==> src/rtl/pipeline_stall_ctrl.sv <==
// Purpose : ID-stage hazard consumer; drives PC / IF/ID / ID/EX enables and flushes,
//           runs the debug halt/step FSM and keeps saturating performance counters.
// Latency : outputs are combinational from registered state and current inputs (0 cycles).
// Backpressure: stall_req freezes PC and IF/ID and bubbles ID/EX; DRAIN/HALTED freeze the front end.
//
// Ports:
//   clk, reset          rising-edge clock, synchronous active-high reset
//   stall_req           load-use stall from the hazard unit
//   flush_req           ID/EX bubble request (branch operand hazard)
//   branch_taken        branch/jump resolved in ID; kills IF/ID unless stalled
//   halt_req            debug halt, level or pulse
//   step_req/resume_req debug single-step / resume pulses
//   clear_counters      zero all performance counters
//   pc_write            PC register enable
//   if_id_write         IF/ID register enable
//   if_id_flush         IF/ID loads NOP
//   id_ex_flush         ID/EX loads bubble
//   halted              high only while halted
//   cycle_count         active (RUN/STEP) cycles
//   stall_count         active cycles with stall_req
//   flush_count         active cycles with flush_req or an honoured branch
module pipeline_stall_ctrl #(
    parameter int CNT_W        = 32,
    parameter int DRAIN_CYCLES = 4
) (
    input  logic             clk,
    input  logic             reset,
    input  logic             stall_req,
    input  logic             flush_req,
    input  logic             branch_taken,
    input  logic             halt_req,
    input  logic             step_req,
    input  logic             resume_req,
    input  logic             clear_counters,
    output logic             pc_write,
    output logic             if_id_write,
    output logic             if_id_flush,
    output logic             id_ex_flush,
    output logic             halted,
    output logic [CNT_W-1:0] cycle_count,
    output logic [CNT_W-1:0] stall_count,
    output logic [CNT_W-1:0] flush_count
);

    // Drain counter holds DRAIN_CYCLES-1 down to 0; keep at least one bit.
    localparam int            DW         = (DRAIN_CYCLES > 1) ? $clog2(DRAIN_CYCLES) : 1;
    localparam logic [DW-1:0] DRAIN_LOAD = DW'(DRAIN_CYCLES - 1);

    localparam logic [1:0] S_RUN    = 2'd0;
    localparam logic [1:0] S_DRAIN  = 2'd1;
    localparam logic [1:0] S_HALTED = 2'd2;
    localparam logic [1:0] S_STEP   = 2'd3;

    logic [1:0]       r_state;
    logic [1:0]       w_state_nxt;
    logic [DW-1:0]    r_drain_cnt;
    logic [DW-1:0]    w_drain_cnt_nxt;
    logic             w_active;
    logic             w_branch_ok;
    logic             w_stall_evt;
    logic             w_flush_evt;
    logic [CNT_W-1:0] r_cycle_cnt;
    logic [CNT_W-1:0] r_stall_cnt;
    logic [CNT_W-1:0] r_flush_cnt;

    // Increment that sticks at all-ones instead of wrapping.
    function automatic logic [CNT_W-1:0] sat_inc(input logic [CNT_W-1:0] v);
        return (&v) ? v : v + CNT_W'(1);
    endfunction

    assign w_active    = (r_state == S_RUN) || (r_state == S_STEP);
    // A stall wins over a branch: the branch re-resolves once the stall clears.
    assign w_branch_ok = branch_taken & ~stall_req;
    assign w_stall_evt = w_active & stall_req;
    assign w_flush_evt = w_active & (flush_req | w_branch_ok);

    // Pipeline control outputs.
    always_comb begin
        pc_write    = 1'b0;
        if_id_write = 1'b0;
        if_id_flush = 1'b1;
        id_ex_flush = 1'b1;
        halted      = 1'b0;
        if (!reset) begin
            if (w_active) begin
                pc_write    = ~stall_req;
                if_id_write = ~stall_req;
                if_id_flush = w_branch_ok;
                id_ex_flush = stall_req | flush_req;
            end else begin
                // Front end frozen, back end fed bubbles until empty.
                if_id_flush = 1'b0;
                id_ex_flush = 1'b1;
                halted      = (r_state == S_HALTED);
            end
        end
    end

    // Halt / step FSM next state.
    always_comb begin
        w_state_nxt     = r_state;
        w_drain_cnt_nxt = r_drain_cnt;
        case (r_state)
            S_RUN: begin
                if (halt_req) begin
                    w_state_nxt     = S_DRAIN;
                    w_drain_cnt_nxt = DRAIN_LOAD;
                end
            end
            S_DRAIN: begin
                // Debug requests are deliberately ignored while draining.
                if (r_drain_cnt == '0) begin
                    w_state_nxt = S_HALTED;
                end else begin
                    w_drain_cnt_nxt = r_drain_cnt - DW'(1);
                end
            end
            S_HALTED: begin
                if (resume_req) begin
                    w_state_nxt = S_RUN;
                end else if (step_req) begin
                    w_state_nxt = S_STEP;
                end
            end
            default: begin
                // STEP: one instruction issued, then drain it back to HALTED.
                w_state_nxt     = S_DRAIN;
                w_drain_cnt_nxt = DRAIN_LOAD;
            end
        endcase
    end

    always_ff @(posedge clk) begin
        if (reset) begin
            r_state     <= S_RUN;
            r_drain_cnt <= '0;
        end else begin
            r_state     <= w_state_nxt;
            r_drain_cnt <= w_drain_cnt_nxt;
        end
    end

    // Performance counters; clear beats increment and leaves the FSM alone.
    always_ff @(posedge clk) begin
        if (reset || clear_counters) begin
            r_cycle_cnt <= '0;
            r_stall_cnt <= '0;
            r_flush_cnt <= '0;
        end else begin
            if (w_active) begin
                r_cycle_cnt <= sat_inc(r_cycle_cnt);
            end
            if (w_stall_evt) begin
                r_stall_cnt <= sat_inc(r_stall_cnt);
            end
            if (w_flush_evt) begin
                r_flush_cnt <= sat_inc(r_flush_cnt);
            end
        end
    end

    assign cycle_count = r_cycle_cnt;
    assign stall_count = r_stall_cnt;
    assign flush_count = r_flush_cnt;

endmodule
==> config.mk <==
export PLATFORM = sky130hd
export DESIGN_NAME = pipeline_stall_ctrl
export DESIGN_NICKNAME = d
export VERILOG_FILES = /design/src/rtl/pipeline_stall_ctrl.sv
export SDC_FILE = /design/constraint.sdc
export NUM_CORES = 1
export LEC_CHECK = 0
export CAP_MARGIN = 10
export CORE_MARGIN = 1.5
export CORE_UTILIZATION = 30
export DETAILED_ROUTE_END_ITERATION = 16
export MAX_ROUTING_LAYER = met4
export PLACE_DENSITY_LB_ADDON = 0.12
export SYNTH_ARGS = -nofsm -noshare
export SYNTH_HDL_FRONTEND = slang
export SYNTH_SLANG_ARGS = --single-unit
export TNS_END_PERCENT = 10
==> constraint.sdc <==
create_clock -name clk -period 3.2 [get_ports clk]
set_input_delay 0.64 -clock clk [delete_from_list [all_inputs] [get_ports clk]]
set_output_delay 0.64 -clock clk [all_outputs]
set_load 0.005 [all_outputs]
; Yosys cells after proc, flatten, opt, wreduce, memory -nomap -nowiden
; Cells that the tools add are included.
[totals]
register_bits = 100
latchBits = 0
mem_bits_rw = 0
romBits = 0
word_cells = 54
n_memories = 0
[op_classes]
addsub = 4
multipliers = 0
n_div = 0
n_lt_le_gt_ge = 0
eq_ne = 7
shifts = 0
mux = 16
n_bitwise = 10
n_reduce_logical = 12
[op_table]
columns = cell, count
row1 = 32-bit by 1-bit adder with 32-bit output (second input constant), 3
row2 = 32-bit AND reduction, 3
row3 = 2-bit 2-to-1 mux, 6
row4 = 2-bit case mux with 3 select lines, 2
row5 = 1-bit 2-to-1 mux, 8
row6 = 2-bit inequality test (second input constant), 3
row7 = 2-bit AND reduction, 3
row8 = 3-bit AND reduction, 2
row9 = 1-bit NOT, 5
row10 = 2-bit == test (second input constant), 2
row11 = 2-bit zero test, 2
row12 = 1-bit bitwise AND, 3
row13 = 3-bit inequality test (second input constant), 1
row14 = 2-bit by 1-bit == test with 1-bit output (second input constant), 1
row15 = 1-bit logical OR, 2
row16 = 1-bit bitwise OR, 2
row17 = 2-bit by 1-bit subtractor with 2-bit output (second input constant), 1

; Logic depth before layout (Yosys ltp)
; Gate-level depths: netlist (run 1).
[depth]
depth_word = 5
depth_mapped = 9
depth_no_buf = 7

; Worst setup path after synthesis (run 1)
; Ideal clock, no wire load.
[synth_timing]
path_kind = register -> register
start = reg r_state[0]
end = reg r_cycle_cnt[22] (netlist: cycle_count[22])
setup_time_ns = 0.071
arrival_ns = 2.185
required_time_ns = 3.129
setup_slack_ns = 0.944
stages_incl_launch_ff = 10
path_buffers = 2
cell_sequence = dfxtp_1 > inv_1 > ha_1 > clkbuf_1 > inv_1 > nand3_1 > or2_0 > buf_2 > or4_1 > a21oi_1
[synth_via]
elab_chain_len = 3
elab_cells_between_ends = 4
cone_classes = 1 x eq/ne / 3 x reduce/logical
[synth_rtl]
columns = item, line
row1 = start: declaration, 54  ; logic [1:0] r_state;
row2 = start signal: assignment, 138  ; r_state <= w_state_nxt;
row3 = 2-bit == test or 2-bit zero test (tied branches), 71  ; assign w_active = (r_state == S_RUN) || (r_state == S_STEP);
row4 = 1-bit logical OR *, 71
row5 = 2-bit AND reduction (no line) *, n/a
row6 = end signal: assignment, 151  ; r_cycle_cnt <= sat_inc(r_cycle_cnt);
row7 = end: declaration, 62  ; logic [CNT_W-1:0] r_cycle_cnt;
; Mark *: on every way between the ends. The rest lies on a longest branch, timed or not.
; A chain may end at the register's enable or synchronous reset.

; Worst setup path in the final report (run 1)
[layout_timing]
start = reg r_state[0]
end = out if_id_write
[layout_via]
elab_chain_len = 4
elab_cells_between_ends = 5
cone_classes = 1 x eq/ne / 2 x mux / 2 x reduce/logical
[layout_rtl]
columns = item, line
row1 = 2-bit == test or 2-bit zero test (tied branches), 71
row2 = 1-bit logical OR *, 71
row3 = 1-bit 2-to-1 mux *, 85  ; if (w_active) begin
row4 = 1-bit 2-to-1 mux *, 84  ; if (!reset) begin
row5 = end: declaration, 36  ; output logic if_id_write,
; Marks and branches as above.

==> results.json, run 1 <==
{
  "grt-ovfl-total": 0,
  "layout_commonest_cell": "clkdlybuf4s50_1",
  "yosysWarningCount": 0,
  "p_int_uw": 2050,
  "synthesis.nets": 661,
  "path_class": "flop to output pin",
  "path_cells": "inv_1 > ha_1 > nor3_1 > clkdlybuf4s50_1",
  "cts_tree": "built",
  "p_sw_uw": 778.1,
  "max_clock_freq_mhz": 336.9,
  "pwr-share-comb": 0.148,
  "finalSetupTns_ns": 0,
  "critPathBufInv": 2,
  "slew_viol_final": 0,
  "synth-xor-area-share": 0.01481,
  "dpl.hpwl_mm": 10.85,
  "grt_max_degree": 52,
  "drc": 0,
  "synth_simple_gate_area_frac": 0.3210,
  "postSynthAreaPerCell_um2": 8.267,
  "fin_crit_sh": 0.9275,
  "p_total_uw": 2828,
  "endpoint_kind": "output pin",
  "cts_resized": 0,
  "antenna_found_initial": 0,
  "final_cell_mix": "clkdlybuf4s50_1 (109), dfxtp_1 (100), nand2_1 (65), a21oi_1 (62), or3_1 (47)",
  "clock_path_buffers": 2,
  "setup_viol": 0,
  "io_buffers": 109,
  "die_w_um": 136.2,
  "rows": 48,
  "hold_class": "flop to flop",
  "crit_family": "buffers and inverters",
  "synth_cell_type_count": 59,
  "final_layout_size_suffix_gt1_frac": 0.06720,
  "muxShareOfSynthArea": 0.03008,
  "yosysSeqAreaShare": 0.3760,
  "grt_pass1_wl_mm": 24.62,
  "syn2layout_area_growth_pct": 30.04,
  "vias_per_cell": 5.437,
  "clk_pin_slew_ns": 0.07,
  "synth-seq-cells": 100,
  "synth_top_family_by_area": "simple AND/OR/NAND/NOR gates",
  "startpoint_type": "flop",
  "fin_skew_ns": 0.008682,
  "core_area_um2": 17300,
  "wl_per_cell_um": 15.70,
  "diodes": 0,
  "arrival_ns": 2.33,
  "ios": 110,
  "nets": 757,
  "tightestPinTransition_ns": 1.121,
  "synth_edf_count": 0,
  "cts_num_sinks": 100,
  "vdd_drop_max_v": 0.0002701,
  "pwr-share-seq": 0.456,
  "grtUsageTotal": 0.1709,
  "hold_ws_ns": 0.4952,
  "crit_path_top_delay_cell": "clkdlybuf4s50_1",
  "dr.pass1.iters": 4,
  "leakagePower_uw": 0.002156,
  "drt_iter0_markers": 303,
  "syn_inst": 644,
  "ys.flop_type": "dfxtp_1",
  "dpl_worst_slack_ns": 0.2140,
  "grt_pass1_vias": 4882,
  "ant_nets": 0,
  "die_h_um": 136.2,
  "die_area_um2": 18550,
  "cts_max_level": 3,
  "required_ns": 2.56,
  "cts_buffers": 9,
  "rsz0062_at_grt": "false",
  "slew_headroom": 0.2466,
  "insertion_delay_ns": 0.35,
  "routed_wl_mm": 15.22,
  "p_clk_frac": 0.396,
  "finalCoreUtilization": 0.4002,
  "hold_violations": 0,
  "start_util": 0.3078,
  "gp_congestion": 0.8177,
  "cp_max_fo": 6,
  "hold_buffers": 0,
  "power_density_nw_per_um2": 408.5,
  "synthAdderAreaFrac": 0.01880,
  "fin_crit_ns": 2.968,
  "max_cap_viol_count": 0,
  "fin_ws_ns": 0.2321,
  "via_count": 5268,
  "ys_async_sr_fraction": 0,
  "syn_area_um2": 5324,
  "status": "finished clean",
  "synth_compound_area_frac": 0.1969,
  "swShare": 0.2751,
  "cts-root-buf": "clkbuf_16",
  "worst_path_largest_cell_delay_ns": 0.61,
  "postCtsSetupRepairBufs": 0
}
[power by group through the flow]
stage	sequential [uW]	combinational (uW)	clock, uW
floorplan	1310	287	0
global placement	1320	413	0
detailed placement	1320	423	0
CTS	1290	424	1160
global route	1290	466	1200
finish	1290	420	1120
[registers in the layout, indices dropped and copies added (netlist names)]
name         flops
flush_count     32
r_state          2
cycle_count     32
stall_count     32
r_drain_cnt      2
[logic make-up after synthesis]
| group | after synthesis |
|---|---|
| xor gates and xnor gates | 9 |
| AOI/OAI and AO/OA | 163 |
| buffers and inverters | 49 |
| adders and majority gates | 8 |
| and+or+nand+nor | 299 |
| DFF | 100 |
| muxes | 16 |
[worst paths after layout]
| path | startpoint | end | slack [ns] | depth (start not counted) |
|---|---|---|---|---|
| setup / recovery | r_state[0] | if_id_write | 0.23 | 4 |
| hold / removal | stall_count[23] | stall_count[23] | 0.50 | 2 |
| setup reg to reg | flush_count[0] | flush_count[11] | 0.62 | 6 |
| hold reg to reg | stall_count[23] | stall_count[23] | 0.50 | 2 |
[routing by layer]
layer,global-route usage,share of wire,vias to the layer above
li1,-,-,2639
met1,0.2177,0.48,2496
met2,0.2736,0.46,116
met3,0.02610,0.043,17
met4,0.06265,0.018,0
met5,-,0,-
[synth_stat cells, types with 4 or more instances]
cell | instances | area [um^2]
dfxtp_1 | 100 | 2002
nand2_1 | 65 | 244.0
a21oi_1 | 62 | 310.3
or3_1 | 47 | 294.0
nand3_1 | 34 | 170.2
nor2_1 | 31 | 116.4
nand4_1 | 24 | 150.1
or4_1 | 24 | 180.2
o21ai_0 | 23 | 115.1
o31ai_1 | 23 | 172.7
clkbuf_1 | 22 | 82.58
mux2i_1 | 16 | 160.2
inv_1 | 15 | 56.30
and4_1 | 12 | 105.1
o21ai_1 | 12 | 60.06
and3_1 | 11 | 68.82
nor4_1 | 11 | 68.82
nor3_1 | 10 | 50.05
a31oi_1 | 9 | 56.30
ha_1 | 8 | 100.1
a41o_1 | 6 | 60.06
xnor2_1 | 6 | 52.55
and2_1 | 5 | 31.28
a211oi_1 | 4 | 30.03
buf_2 | 4 | 20.02
nand2b_1 | 4 | 25.02
o21a_1 | 4 | 30.03
[through the flow]
step / cells / cell area, um^2
after CTS: 969 / 6923
after global routing: 969 / 6923
after global placement: 954 / 6630
after detailed placement: 954 / 6630
after floorplan: 644 / 5324
final: 969 / 6923
[worst register-to-register path, cell delays in order (launching register included)]
cell	delay [ns]
dfxtp_1	0.43
ha_1	0.28
nand4_1	0.14
or4_4	0.48
o311ai_4	0.84
o311ai_0	0.23
o41ai_1	0.10
[area by class of cell]
| type | count | area (um^2) |
|---|---|---|
| multi-input combinational | 495 | 3099 |
| inverter | 15 | 56.30 |
| timing repair buffer | 119 | 1191 |
| sequential | 100 | 2002 |
| clock inverter | 4 | 50.05 |
| tap | 225 | 281.5 |
| fill | 1781 | 10370 |
| clock buffer | 11 | 242.7 |
Note: power is estimated with default switching activity, not from simulation.
==> run 2: changes to the inputs <==
Settings changed: CELL_PAD_IN_SITES_DETAIL_PLACEMENT set to 1, CELL_PAD_IN_SITES_GLOBAL_PLACEMENT set to 1, CORE_ASPECT_RATIO set to 0.6.
==> run 2 against run 1 <==
  * Setup slack gained 0.060 ns
  * Sequential power is essentially flat
  * Global-route usage grew 3.2 points
  * Combinational power grew 1%
  * Cell area grew 0.49%
  * Critical path depth grew 1
  * Register-to-register slack lost 0.14 ns
  * Core utilization grew 0.26 points
  * Power grew 1.6%
  * Sequential share of layout area shrank 0.14 points
  * Flip-flop and latch count is the same
==> results.json, run 2 (synthesis gave the netlist of run 1 again) <==
{
  "drc": 0,
  "fin_crit_ns": 2.908,
  "max_cap_viol_count": 0,
  "diodes": 0,
  "antenna_found_initial": 0,
  "die_area_um2": 18580,
  "vdd_drop_max_v": 0.0002440,
  "hold_violations": 0,
  "cp_max_fo": 10,
  "core_area_um2": 17270,
  "die_h_um": 106.2,
  "dpl_worst_slack_ns": 0.2546,
  "path_class": "flop to output pin",
  "clk_pin_slew_ns": 0.06,
  "cts_buffers": 9,
  "routed_wl_mm": 18.01,
  "seq_area_um2": 2002,
  "grt-ovfl-total": 0,
  "start_util": 0.3083,
  "cts_tree": "built",
  "fin_skew_ns": 0.007301,
  "gp_congestion": 0.7936,
  "cts_resized": 0,
  "nets": 760,
  "crit_family": "buffers and inverters",
  "dpl.hpwl_mm": 13.39,
  "slew_viol_final": 0,
  "tightestPinTransition_ns": 0.9222,
  "arrival_ns": 2.27,
  "critPathBufInv": 3,
  "rows": 37,
  "grtUsageTotal": 0.2024,
  "clock_path_buffers": 2,
  "ios": 110,
  "wl_per_cell_um": 18.36,
  "p_total_uw": 2874,
  "cts_num_sinks": 100,
  "max_clock_freq_mhz": 343.8,
  "dr.pass1.iters": 4,
  "fin_ws_ns": 0.2916,
  "finalSetupTns_ns": 0,
  "worst_path_largest_cell_delay_ns": 0.49,
  "postCtsSetupRepairBufs": 0,
  "io_buffers": 109,
  "setup_viol": 0,
  "status": "finished clean",
  "startpoint_type": "flop",
  "path_cells": "inv_1 > ha_1 > nor3_1 > buf_4 > clkdlybuf4s50_1",
  "cts_max_level": 3,
  "hold_buffers": 0,
  "vias_per_cell": 5.599,
  "ant_nets": 0,
  "drt_iter0_markers": 326,
  "grt_pass1_vias": 5466,
  "rsz0062_at_grt": "false",
  "grt_pass1_wl_mm": 29.53,
  "hold_class": "flop to flop",
  "fin_crit_sh": 0.9089,
  "syn2layout_area_growth_pct": 30.67,
  "leakagePower_uw": 0.002170,
  "required_ns": 2.56,
  "final_cell_mix": "clkdlybuf4s50_1 (109), dfxtp_1 (100), nand2_1 (65), a21oi_1 (62), or3_1 (47)",
  "grt_max_degree": 43,
  "cts-root-buf": "clkbuf_16",
  "power_density_nw_per_um2": 413.1,
  "via_count": 5493,
  "multi_input_area_um2": 3099,
  "final_layout_size_suffix_gt1_frac": 0.06961,
  "insertion_delay_ns": 0.34,
  "endpoint_kind": "output pin",
  "die_w_um": 175.0,
  "crit_path_top_delay_cell": "ha_1",
  "layout_commonest_cell": "clkdlybuf4s50_1",
  "fillers": 2023,
  "slew_headroom": 0.3825
}
[run 2: changes by cell type in the layout (fill, tap and decap cells not counted)]
| cell | previous run | this run |
|---|---|---|
| buf_2 | 0 | 1 |
| buf_4 | 8 | 11 |
| clkbuf_8 | 1 | 0 |
| clkinv_2 | 1 | 0 |
| clkbuf_1 | 1 | 2 |
| bufinv_16 | 1 | 2 |
| buf_12 | 2 | 1 |
[run 2: power breakdown]
group	internal, uW	switching, uW
Clock	683	476
Sequential	1270	23.2
Combinational	151	272
[run 2: worst paths after layout]
path | from | endpoint | slack [ns] | cells past startpoint
hold / removal | stall_count[19] | stall_count[19] | 0.50 | 2
setup reg to reg | r_state[0] | cycle_count[22] | 0.48 | 7
setup / recovery | r_state[0] | if_id_write | 0.29 | 5
hold reg to reg | stall_count[19] | stall_count[19] | 0.50 | 2
[run 2: cell type report]
class	instances	share of cell area
repair buffers	122	0.1723
clock inverters	4	0.01079
well taps	234	0.04209
flip-flops and latches	100	0.2878
inverters	15	0.008094
multi-input cells	495	0.4455
clock buffers	11	0.03345
[run 2: routing by layer]
layer | GRT usage | part of all wire
met1 | 0.2841 | 0.50
met2 | 0.3033 | 0.44
met3 | 0.03612 | 0.054
met4 | 0.04212 | 0.0086
met5 | - | 0
[run 2: per-stage QoR]
step                utilization  cell area, um^2  cells  hold slack, ns
finish                   0.4029             6957    981          0.5022
global route             0.4029             6957    981          0.5160
CTS                      0.4026             6952    980          0.5019
detailed placement       0.3848             6644    965          0.4734
global placement         0.3848             6644    965          0.4561
floorplan                     -             5324    644          0.4402
[run 2: tightest hold or removal path: stages, from the launching register on]
cell and delay, ns:
dfxtp_1 0.34, nand2_1 0.06, mux2i_1 0.05
==> run 3: changes to the inputs <==
Settings changed: CORE_UTILIZATION 30 to 38, PLACE_DENSITY_LB_ADDON 0.12 to 0.25.
==> run 3 against run 2 <==
  * Critical path depth grew 1
  * Clock power shrank 3%
  * Cell area shrank 1.3%
  * Via count is essentially flat
  * Cell count shrank 4.6%
  * Clock-buffer cell count shrank 1
  * Die area shrank 21%
  * Critical path type unchanged
  * Setup slack gained 0.016 ns
  * Hold slack lost 0.016 ns
  * Global-route usage grew 4.6 points
==> results.json, run 3 (synthesis gave the netlist of run 1 again) <==
{
  "status": "finished clean",
  "hold_class": "flop to flop",
  "hold_buffers": 0,
  "swShare": 0.2785,
  "rsz0062_at_grt": "false",
  "grtUsageTotal": 0.2481,
  "slew_headroom": 0.2388,
  "final_cell_mix": "clkdlybuf4s50_1 (109), dfxtp_1 (100), nand2_1 (65), a21oi_1 (62), or3_1 (47)",
  "hold_violations": 0,
  "dpl_worst_slack_ns": 0.1523,
  "fin_crit_sh": 0.9038,
  "fin_cells": 936,
  "path_class": "flop to output pin",
  "fin_crit_ns": 2.892,
  "fillers": 1622,
  "die_h_um": 94.69,
  "leakagePower_uw": 0.002158,
  "diodes": 0,
  "multi_input_area_um2": 3099,
  "path_cells": "inv_1 > ha_1 > nor3_1 > buf_4 > nand2_1 > clkdlybuf4s50_1",
  "cts_tree": "built",
  "pwr-share-seq": 0.456,
  "core_area_um2": 13670,
  "seq_area_um2": 2002,
  "cp_max_fo": 10,
  "max_cap_viol_count": 0,
  "dpl.hpwl_mm": 12.62,
  "rows": 33,
  "cts-root-buf": "clkbuf_16",
  "routed_wl_mm": 17.17,
  "syn2layout_area_growth_pct": 29.00,
  "dr.pass1.iters": 4,
  "p_total_uw": 2829,
  "cts_buffers": 9,
  "vias_per_cell": 5.864,
  "ant_nets": 0,
  "crit_family": "buffers and inverters",
  "start_util": 0.3895,
  "max_clock_freq_mhz": 345.8,
  "endpoint_kind": "output pin",
  "drc": 0,
  "dpl.cell_count": 921,
  "pwr-share-comb": 0.149,
  "p_clk_frac": 0.395,
  "grt_pass1_wl_mm": 28.18,
  "ios": 110,
  "gp_congestion": 0.8379,
  "grt_pass1_vias": 5453,
  "p_int_uw": 2041,
  "cts_max_level": 3,
  "fin_skew_ns": 0.01010,
  "startpoint_type": "flop",
  "postCtsSetupRepairBufs": 0,
  "vdd_drop_max_v": 0.0003375,
  "clock_path_buffers": 2,
  "arrival_ns": 2.25,
  "wl_per_cell_um": 18.34,
  "via_count": 5489,
  "setup_viol": 0,
  "drt_iter0_markers": 224,
  "grt-ovfl-total": 0,
  "worst_path_largest_cell_delay_ns": 0.57,
  "nets": 757,
  "cts_resized": 0,
  "power_density_nw_per_um2": 411.9,
  "die_area_um2": 14750,
  "fin_ws_ns": 0.3078,
  "finalCoreUtilization": 0.5025,
  "critPathBufInv": 3,
  "layout_commonest_cell": "clkdlybuf4s50_1",
  "slew_viol_final": 0,
  "antenna_found_initial": 0,
  "cts_num_sinks": 100,
  "required_ns": 2.56,
  "grt_max_degree": 32,
  "clk_pin_slew_ns": 0.08,
  "crit_path_top_delay_cell": "ha_1",
  "tightestPinTransition_ns": 1.132,
  "die_w_um": 155.8,
  "finalSetupTns_ns": 0,
  "insertion_delay_ns": 0.35,
  "final_layout_size_suffix_gt1_frac": 0.06855,
  "p_sw_uw": 788.0,
  "io_buffers": 109
}
run 3: cell count changes in the layout (fill, tap and decap cells not counted), sizes merged:
| cell | previous run | this run |
|---|---|---|
| buf | 13 | 10 |
| clkinvlp | 2 | 1 |
| bufinv | 2 | 1 |
| clkinv | 0 | 3 |
| clkbuf | 11 | 10 |
run 3: layout make-up:
cell class,count,area share
tap,192,0.03498
multi-input combinational,495,0.4513
clock inverter,5,0.007652
timing repair buffer,119,0.1716
sequential,100,0.2915
clock buffer,10,0.03480
inverter,15,0.008198
run 3: tightest hold or removal path, delay by kind of cell, from the launching register on:
family,cells,cell delay [ns]
DFF,1,0.31
buffers and inverters,1,0.07
AOI/OAI and AO/OA,1,0.06
run 3: worst paths after layout:
check | startpoint | slack (ns) | depth (start not counted) | end
max | r_state[1] | 0.31 | 6 | id_ex_flush
min | r_drain_cnt[1] | 0.49 | 2 | r_drain_cnt[1]
max reg2reg | flush_count[0] | 0.52 | 6 | flush_count[11]
min reg2reg | r_drain_cnt[1] | 0.49 | 2 | r_drain_cnt[1]
run 3: per-stage QoR:
stage | hold WS, ns | instance area [um^2]
floorplan | 0.4402 | 5324
global placement | 0.4531 | 6576
detailed placement | 0.4751 | 6576
CTS | 0.4874 | 6868
global route | 0.5015 | 6868
finish | 0.4858 | 6868
run 3: power by group through the flow:
stage | Sequential [uW] | Clock (uW) | Combinational (uW)
floorplan | 1310 | 0 | 287
global placement | 1320 | 0 | 408
detailed placement | 1320 | 0 | 423
CTS | 1290 | 1140 | 425
global route | 1290 | 1180 | 471
finish | 1290 | 1120 | 422
run 3: per-layer routing:
| metal | vias up | share of wire | global-route usage |
|---|---|---|---|
| li1 | 2635 | - | - |
| met1 | 2723 | 0.50 | 0.3416 |
| met2 | 121 | 0.44 | 0.3811 |
| met3 | 10 | 0.043 | 0.04222 |
| met4 | 0 | 0.0094 | 0.05476 |
| met5 | - | 0 | - |
==> patch, RTL diff (config.mk and constraints of run 3) <==
Change the parameter `DRAIN_CYCLES` from 4 to 2.
--- a/src/rtl/pipeline_stall_ctrl.sv
+++ b/src/rtl/pipeline_stall_ctrl.sv
@@ -23,3 +23,3 @@
     parameter int CNT_W        = 32,
-    parameter int DRAIN_CYCLES = 4
+    parameter int DRAIN_CYCLES = 2
 ) (
Formal check against the unedited RTL: not equivalent (Yosys sat finds a counterexample within 4 cycles, from zero or initial values and one cycle with reset high).
==> patch against run 3 <==
Count of clock-buffer cells in the layout shrank 1. Critical endpoint is now if_id_write. Total power rose by 0.85%. Final cell count fell by 3.6%. Synthesized area shrank 4.3%. Via count is 2.2% lower. Worst setup slack got worse by 0.11 ns. Routed wire length is 2.5% lower. Maximum frequency fell by 3.5%. Final area down 1.7%. First-iteration DRC count is the same. Sequential cell count decreased by 1.
==> patch: results (changes against run 3) <==
STA:
- The worst-case headroom to the max-slew limit came to 0.413 (was 0.239).
- The clock tree skew after final layout is 0.00794 ns (was 0.0101 ns).

Run status:
- Run status: finished, final reports clean (unchanged).

Placement:
- The final weighted congestion of routability-driven global placement was 0.859 (was 0.838).
- The number of placed cells counting well taps is 886 (was 921).
- The half-perimeter wire length after placement was 12.0 mm (was 12.6 mm).
- The placement-stage worst setup slack is 0.415 ns (was 0.152 ns).

Yosys:
- The synthesized instance count is 624 (was 644).
- The sequential-to-total area share from yosys stat is 0.389 (was 0.376).
- The total nets after synthesis is 640 (was 661).
- The most frequently used flop master after synthesis is dfxtp_1 (unchanged).
- Cell types occupying the most area after synthesis: dfxtp_1 (39%), a21oi_1 (6.3%), or3_1 (5.2%), or4_1 (5.2%), o31ai_1 (4.7%) (was dfxtp_1 (38%), a21oi_1 (5.8%), or3_1 (5.5%), nand2_1 (4.6%), or4_1 (3.4%)).
- The unique cell type count in the Yosys netlist was 49 (was 59).
- Synth top cells by count: dfxtp_1 (99), a21oi_1 (64), nand2_1 (57) (was dfxtp_1 (100), nand2_1 (65), a21oi_1 (62)).

Final layout:
- The share of final-layout standard cells stronger than drive strength 1 is 0.0656 (was 0.0685).
- The number of antenna repair diodes was 0 (unchanged).
- The net count reported at finish came to 743 (was 757).
- The final standard cell count with taps included and fillers excluded is 902 (was 936).

Global route:
- The global-route wire length before repair was 27.8 mm (was 28.2 mm).
- The number of global-route vias before repair is 5339 (was 5453).
- The maximum number of pins on one net before global-route repair came to 42 (was 32).

Floorplan:
- The horizontal extent of the die is 152 um (was 156 um).

Power and ir drop:
- The leakage component of the power was 2.00 nW (was 2.16 nW).
- The worst-case vdd ir drop is 0.271 mV (was 0.337 mV).

Worst setup path:
- The critical path's largest stage delay came to 0.60 ns (was 0.57 ns).
- The arrival time at the worst endpoint is 2.36 ns (was 2.25 ns).
- The cell at the slowest stage of the critical path is clkdlybuf4s50_1 (was ha_1).

Drt:
- The wire length reported by the detailed router is 16.7 mm (was 17.2 mm).
- The total vias in the final route is 5366 (was 5489).
==> patch: layer usage <==
layer / track usage / routed length (um) / up-vias
met4: 0.0593 / 149 / 0
met3: 0.0384 / 740 / 12
li1: - / - / 2559
met2: 0.401 / 7860 / 110
met5: - / 0 / -
met1: 0.327 / 7980 / 2685
==> patch: kinds of logic after synthesis <==
family | after synthesis | synth area share
buffers and inverters | 58 | 0.0496
adders and majority gates | 7 | 0.0172
xor gates and xnor gates | 14 | 0.0241
muxes | 12 | 0.0238
and+or+nand+nor | 276 | 0.305
DFF | 99 | 0.389
AOI/OAI and AO/OA | 158 | 0.192
==> patch: where the power goes <==
group          internal, mW  leakage, nW  switching [mW]  total, mW
logic                 0.102         1.03           0.147      0.249
clock network         0.842        0.172           0.501       1.34
registers              1.25        0.798          0.0155       1.26
total                  2.19         2.00           0.664       2.85
==> patch: through the flow <==
| stage | cell area, sq um | hold WS [ns] | utilization |
|---|---|---|---|
| finish | 6750 | 0.504 | 0.520 |
| global route | 6750 | 0.531 | 0.520 |
| CTS | 6750 | 0.498 | 0.520 |
| detailed placement | 6380 | 0.485 | 0.492 |
| global placement | 6380 | 0.478 | 0.492 |
| floorplan | 5090 | 0.467 | - |
==> patch: final cells by class <==
type / count / area, sq um
multi-input cells: 467 / 2860
inverters: 23 / 86.3
repair buffers: 127 / 1240
flip-flops and latches: 99 / 1980
fillers: 1547 / 6220
well taps: 170 / 213
clock buffers: 9 / 225
clock inverters: 7 / 140
==> patch: worst reg2reg max path, delay by kind of cell (launching register included) <==
kind | cells | cell delay (ns)
AOI/OAI and AO/OA | 1 | 0.46
adders and majority gates | 1 | 0.35
xor gates and xnor gates | 1 | 0.19
and+or+nand+nor | 3 | 0.89
buffers and inverters | 1 | 0.32
DFF | 1 | 0.46
==> patch: path summary, 6_finish.rpt <==
check                               startpoint                           end  slack, ns  cells after the start
setup / recovery       r_state[0]$_SDFFE_PP0P_                   if_id_write       0.20                      5
hold / removal    stall_count[23]$_SDFFE_PP0P_  stall_count[23]$_SDFFE_PP0P_       0.50                      2
setup reg to reg   flush_count[0]$_SDFFE_PP0P_   flush_count[0]$_SDFFE_PP0P_       0.41                      7
hold reg to reg   stall_count[23]$_SDFFE_PP0P_  stall_count[23]$_SDFFE_PP0P_       0.50                      2
